===== src/rtl/if_pkg.sv =====
// Shared types and constants for the instruction fetch stage.
// Holds the fetch FSM state type and the default bubble instruction.
package if_pkg;

  typedef enum logic {
    S_IDLE = 1'b0,
    S_REQ  = 1'b1
  } fetch_state_e;

  localparam logic [31:0] NOP_DEFAULT = 32'h0000_0000;

endpackage


===== src/rtl/if_wait_timer.sv =====
// Fetch wait watchdog: counts consecutive stalled request cycles.
// Ports: clk_i, rst_ni, wait_i (count/clear), err_o (sticky timeout).
module if_wait_timer #(
  parameter int MAX_WAIT = 15
) (
  input  logic clk_i,
  input  logic rst_ni,
  input  logic wait_i,
  output logic err_o
);

  localparam int CW = $clog2(MAX_WAIT + 1);
  localparam logic [CW-1:0] MAXC = CW'(MAX_WAIT);

  logic [CW-1:0] cnt_q, cnt_d;
  logic          err_q, err_d;

  always_comb begin
    cnt_d = '0;
    err_d = err_q;
    if (wait_i) begin
      cnt_d = (cnt_q == MAXC) ? cnt_q
                              : cnt_q + CW'(1);
      if (cnt_d == MAXC) err_d = 1'b1;
    end
  end

  always_ff @(posedge clk_i or negedge rst_ni) begin
    if (!rst_ni) begin
      cnt_q <= '0;
      err_q <= 1'b0;
    end else begin
      cnt_q <= cnt_d;
      err_q <= err_d;
    end
  end

  assign err_o = err_q;

endmodule


===== src/rtl/if_fetch.sv =====
// IF stage: issues imem requests and fills the IF/ID register.
// Ports: clk, rst (async low), PC, hazards, imem bus, ID_*, imem_err.
// Build option IF_FETCH_TIMEOUT_EN enables the wait timeout flag.
module if_fetch
  import if_pkg::*;
#(
  parameter logic [31:0] NOP_INSTR = NOP_DEFAULT,
  parameter int          MAX_WAIT  = 15
) (
  input  logic        clk,
  input  logic        rst,
  input  logic [31:0] PC,
  input  logic        Load_use_Flag,
  input  logic        Flush,
  output logic        imem_req,
  output logic [31:0] imem_addr,
  input  logic        imem_ack,
  input  logic [31:0] imem_rdata,
  output logic        Fetch_Stall,
  output logic [31:0] ID_PC,
  output logic [31:0] ID_Instr,
  output logic        ID_Valid,
  output logic        imem_err
);

  fetch_state_e state_q;
  logic [31:0]  id_pc_q;
  logic [31:0]  id_instr_q;
  logic         id_valid_q;
  logic         in_req;

  assign in_req    = (state_q == S_REQ);
  assign imem_req  = in_req;
  assign imem_addr = PC;

  // Flush frees the PC so the redirect target loads at once.
  always_comb begin
    Fetch_Stall = 1'b1;
    if (in_req) Fetch_Stall = Flush ? 1'b0 : ~imem_ack;
  end

  always_ff @(posedge clk or negedge rst) begin
    if (!rst) begin
      state_q    <= S_IDLE;
      id_pc_q    <= '0;
      id_instr_q <= NOP_INSTR;
      id_valid_q <= 1'b0;
    end else if (Flush) begin
      state_q    <= S_IDLE;
      id_pc_q    <= '0;
      id_instr_q <= NOP_INSTR;
      id_valid_q <= 1'b0;
    end else if (Load_use_Flag) begin
      // PC is held upstream; same address is refetched.
      state_q <= S_REQ;
    end else if (in_req && imem_ack) begin
      state_q    <= S_REQ;
      id_pc_q    <= PC;
      id_instr_q <= imem_rdata;
      id_valid_q <= 1'b1;
    end else begin
      state_q    <= S_REQ;
      id_instr_q <= NOP_INSTR;
      id_valid_q <= 1'b0;
    end
  end

  assign ID_PC    = id_pc_q;
  assign ID_Instr = id_instr_q;
  assign ID_Valid = id_valid_q;

`ifdef IF_FETCH_TIMEOUT_EN
  logic wait_cyc;

  assign wait_cyc = in_req & ~imem_ack & ~Flush;

  if_wait_timer #(
    .MAX_WAIT (MAX_WAIT)
  ) u_timer (
    .clk_i  (clk),
    .rst_ni (rst),
    .wait_i (wait_cyc),
    .err_o  (imem_err)
  );
`else
  assign imem_err = 1'b0;
`endif

endmodule


===== config.mk =====
export PLATFORM = sky130hd
export DESIGN_NAME = if_fetch
export DESIGN_NICKNAME = d
export VERILOG_FILES = /design/src/rtl/if_pkg.sv /design/src/rtl/if_wait_timer.sv /design/src/rtl/if_fetch.sv
export SDC_FILE = /design/constraint.sdc
export NUM_CORES = 1
export LEC_CHECK = 0
export CAP_MARGIN = 20
export CORE_UTILIZATION = 44
export CTS_CLUSTER_DIAMETER = 80
export CTS_CLUSTER_SIZE = 16
export DETAILED_ROUTE_END_ITERATION = 7
export PLACE_DENSITY = 0.87
export SLEW_MARGIN = 0
export SYNTH_ARGS = -nofsm -noshare
export SYNTH_HDL_FRONTEND = slang
export SYNTH_SLANG_ARGS = --single-unit

===== constraint.sdc =====
create_clock -name clk -period 1.8 [get_ports clk]
set_input_delay 0.36 -clock clk [delete_from_list [all_inputs] [get_ports clk]]
set_output_delay 0.36 -clock clk [all_outputs]
set_load 0.05 [all_outputs]

# == Yosys cells after proc, flatten, opt, wreduce, memory -nomap -nowiden ==
# Cells that the tools add are included.
# op_classes
n_eq_ne,1
reduce_logical,3
muxes,12
bitwise_logic,1
# op_table
op,count
2-to-1 mux 32 bit,6
2-to-1 mux 1 bit,6
inequality test 2 x 1 -> 1 bit (second input constant),1
AND reduction 2 bit,1
nonzero test 2 bit,1
logical AND 1 bit,1
NOT 1 bit,1
# totals
word_cells,21
reg_bits,66

# == Depth between registers and ports, before layout ==
# depth
ltp_word,4
depth_mapped,5
ltp_nobuf,2

# == Least setup slack after synthesis ==
# Ideal clock, no wire load.
# synth_timing
path_kind,flip-flop to output port
startpoint,register state_q (netlist: imem_req)
endpoint,output port Fetch_Stall
setup_slack_ns,0.030
t_required_ns,1.440
path_buffers,2
path_stages_with_launch,4
t_arrival_ns,1.410
cell_sequence,dfrtp_1 > buf_6 > buf_2 > o21ai_1
# synth_via
elab_chain_len,1
# synth_lines
element,line,text
"start, declared",if_fetch.sv:26,fetch_state_e state_q;
"start signal, assigned",if_fetch.sv:44,state_q <= S_IDLE;
"start signal, assigned",if_fetch.sv:49,state_q <= S_IDLE;
"start signal, assigned",if_fetch.sv:55,state_q <= S_REQ;
2-to-1 mux 1 bit,if_fetch.sv:39,if (in_req) Fetch_Stall = Flush ? 1'b0 : ~imem_ack;
"end, declared",if_fetch.sv:19,"output logic Fetch_Stall,"
# Every way passes these cells.

# == Worst setup path after layout ==
# layout_timing
startpoint,input port imem_ack
endpoint,output port Fetch_Stall
# layout_via
elab_chain_len,3
# layout_lines
element,line,text
"start, declared",if_fetch.sv:17,"input logic imem_ack,"
NOT 1 bit,if_fetch.sv:39,
2-to-1 mux 1 bit (2 in a row),if_fetch.sv:39,
# Every way passes these cells.

==> results.json <==
{
  "wire_per_inst_um": 15.2,
  "drt-initial-drc-count": 119,
  "finish.instance_area_um2": 5220,
  "cp.required_ns": 1.44,
  "finalMaxSlewViolations": 0,
  "fmax_mhz": 628,
  "fin_worst_skew_ns": 0.0103,
  "pwr-share-seq": 0.417,
  "row_count": 31,
  "crit_start": "imem_ack",
  "placedCellCount": 539,
  "vias": 2762,
  "synth_warnings": 0,
  "drc": 0,
  "clockPowerShare": 0.326,
  "p_leak_nw": 2.31,
  "powerDensity_nw_per_um2": 712,
  "setup_viol": 0,
  "power_frac_comb": 0.256,
  "cts_buffers": 9,
  "async_flop_share": 1.00,
  "cts_tree": "yes",
  "min_period_ns": 1.59,
  "syn_area_um2": 3410,
  "post_cts_buffers": 0,
  "ys_types": 17,
  "clock_latency_ns": 0.32,
  "timing.rr.start": "imem_req",
  "clk_pin_slew_ns": 0.07,
  "cp.depth": 3,
  "grt_pass1_vias": 2685,
  "cts.htree.levels": 3,
  "worst_setup_path_start_kind": "input pin",
  "dieArea_um2": 8100,
  "via_per_inst": 4.98,
  "r2r_slack_ns": 0.46,
  "detail-route-antenna-nets": 0,
  "critPathTopFamily": "buffers and inverters",
  "grt_pass1_wl_mm": 13.7,
  "totalWireLength_mm": 8.43,
  "synth_nets": 396,
  "synth-edff-count": 0,
  "crit_path_max_fanout": 4,
  "grt_overflow_total": 0,
  "port_buffers": 167,
  "preCtsSetupSlack_ns": 0.0451,
  "cts_sinks": 66,
  "avgSynthCellArea_um2": 10.4,
  "hold_violations": 0,
  "cts-root-buf": "clkbuf_8",
  "hold_class": "input pin to asynchronous set/reset pin",
  "track_usage": 0.208,
  "dp.final_hpwl_mm": 5.91,
  "power.internal_mw": 2.63,
  "end_kind": "primary output",
  "synth_top_flop_cell": "dfrtp_1",
  "start_util": 0.462,
  "dpl_cell_area_um2": 5020,
  "synth_top_area_frac": 0.485,
  "ys_seq_area_frac": 0.485,
  "final_nets": 520,
  "core_area_um2": 7370,
  "path_cells": "clkdlybuf4s50_1 -> o21ai_1 -> buf_12",
  "yosys-top-cells-area": "dfrtp_1, nand2b_1, mux2i_1",
  "ys_ff_latch": 66,
  "drive_gt1_frac": 0.276,
  "post-route-util": 0.708,
  "arrival_ns": 1.23,
  "cts_buffer_depth": 2,
  "die_h_um": 90.0,
  "crit_buf_inv": 2,
  "drt_first_pass_iters": 4,
  "yosys.area.top_type": "dfrtp_1",
  "ir_worst_vdd_v": 0.000382,
  "outcome": "completed",
  "routabilityCongestion": 0.770,
  "finalSetupTns_ns": 0,
  "slowest_delay_ns": 0.46,
  "syn_inst": 327,
  "rsz0062_at_grt": "false",
  "cp_slowest_cell": "clkdlybuf4s50_1",
  "ctsResizeCount": 0,
  "cts_hold_buf": 0,
  "rr_endpoint": "ID_PC[4]",
  "fin_ws_ns": 0.208,
  "grt_max_degree": 67,
  "period_share": 0.884,
  "grt_antenna_before_repair": 0,
  "r2r_cells": 3,
  "maxCapViolations": 0,
  "criticalPathCategory": "input pin to primary output",
  "ioPinCount": 169,
  "power.share.switching": 0.293,
  "layout.cells.non_filler": 555,
  "p_sw_mw": 1.09,
  "endpoint": "Fetch_Stall",
  "n_antenna_cell": 0,
  "synthToLayoutAreaGrowth_pct": 53.2,
  "total_power_mw": 3.72,
  "die_x_um": 90.0,
  "whs_ns": 0.0360
}
[sequential cells by signal (all words and copies together), names as in the netlist]
name / flops
ID_Valid: 1
ID_Instr: 32
imem_req: 1
ID_PC: 32
[power by group through the flow]
| stage | Clock [mW] | Combinational (mW) | Sequential [mW] |
|---|---|---|---|
| 6_report | 1.21 | 0.953 | 1.55 |
| 5_1_grt | 1.31 | 0.996 | 1.56 |
| 4_1_cts | 1.24 | 0.960 | 1.55 |
| 3_5_place_dp | 0 | 0.957 | 1.58 |
| 3_3_place_gp | 0 | 0.948 | 1.58 |
| 2_1_floorplan | 0 | 0.389 | 1.73 |
[layout make-up]
cell class                 count  area (um2)
multi-input combinational    197        1310
fill                         525        2150
inverter                       1        3.75
clock inverter                 4        51.3
timing repair buffer         176        1930
clock buffer                  12         145
tap                           99         124
sequential                    66        1650
[cell families after synthesis]
kind of cell	synth area share
AO/OA/AOI/OAI	0.0507
buffers and inverters	0.130
flip-flops	0.485
multiplexers	0.0940
other	0.00110
AND/OR/NAND/NOR	0.239
[synth_stat cells (2+ instances only)]
cell and n:
buf_4 33, nand2_1 32, buf_6 2, nand4b_1 32, buf_12 3, a21oi_1 32, mux2i_1 32, dfrtp_1 66
buf_2 13, nand2b_1 64, clkbuf_1 12
[worst reg2reg max path, cell delays in order, from the launching register on]
cell     delay [ns]
dfrtp_1        0.46
and3b_2        0.28
buf_12         0.25
mux2i_1        0.26
[routing by layer]
layer	GRT usage	vias to the layer above	wire (um)
li1	-	1310	-
met1	0.280	1293	3730
met2	0.335	150	3890
met3	0.0499	9	730
met4	0.0565	0	80
met5	0	-	0
[cells in the final DEF (no fill, tap or decap), types with 2 or more instances in the layout]
master,instances
clkbuf_8,10
a21oi_1,32
nand2b_1,64
buf_2,2
buf_12,36
nand4b_1,32
clkdlybuf4s50_1,66
nand2_1,32
dfrtp_1,66
clkbuf_1,2
mux2i_1,32
buf_4,72
[worst min path at each step]
stage,from,to,cells past startpoint
CTS,rst,ID_Instr[3],2
global route,rst,ID_Instr[3],2
global placement,rst,ID_Instr[10],2
finish,rst,ID_Instr[3],2
floorplan,rst,ID_Instr[0],0
detailed placement,rst,ID_Instr[3],2
(Power assumes the default switching activity.)
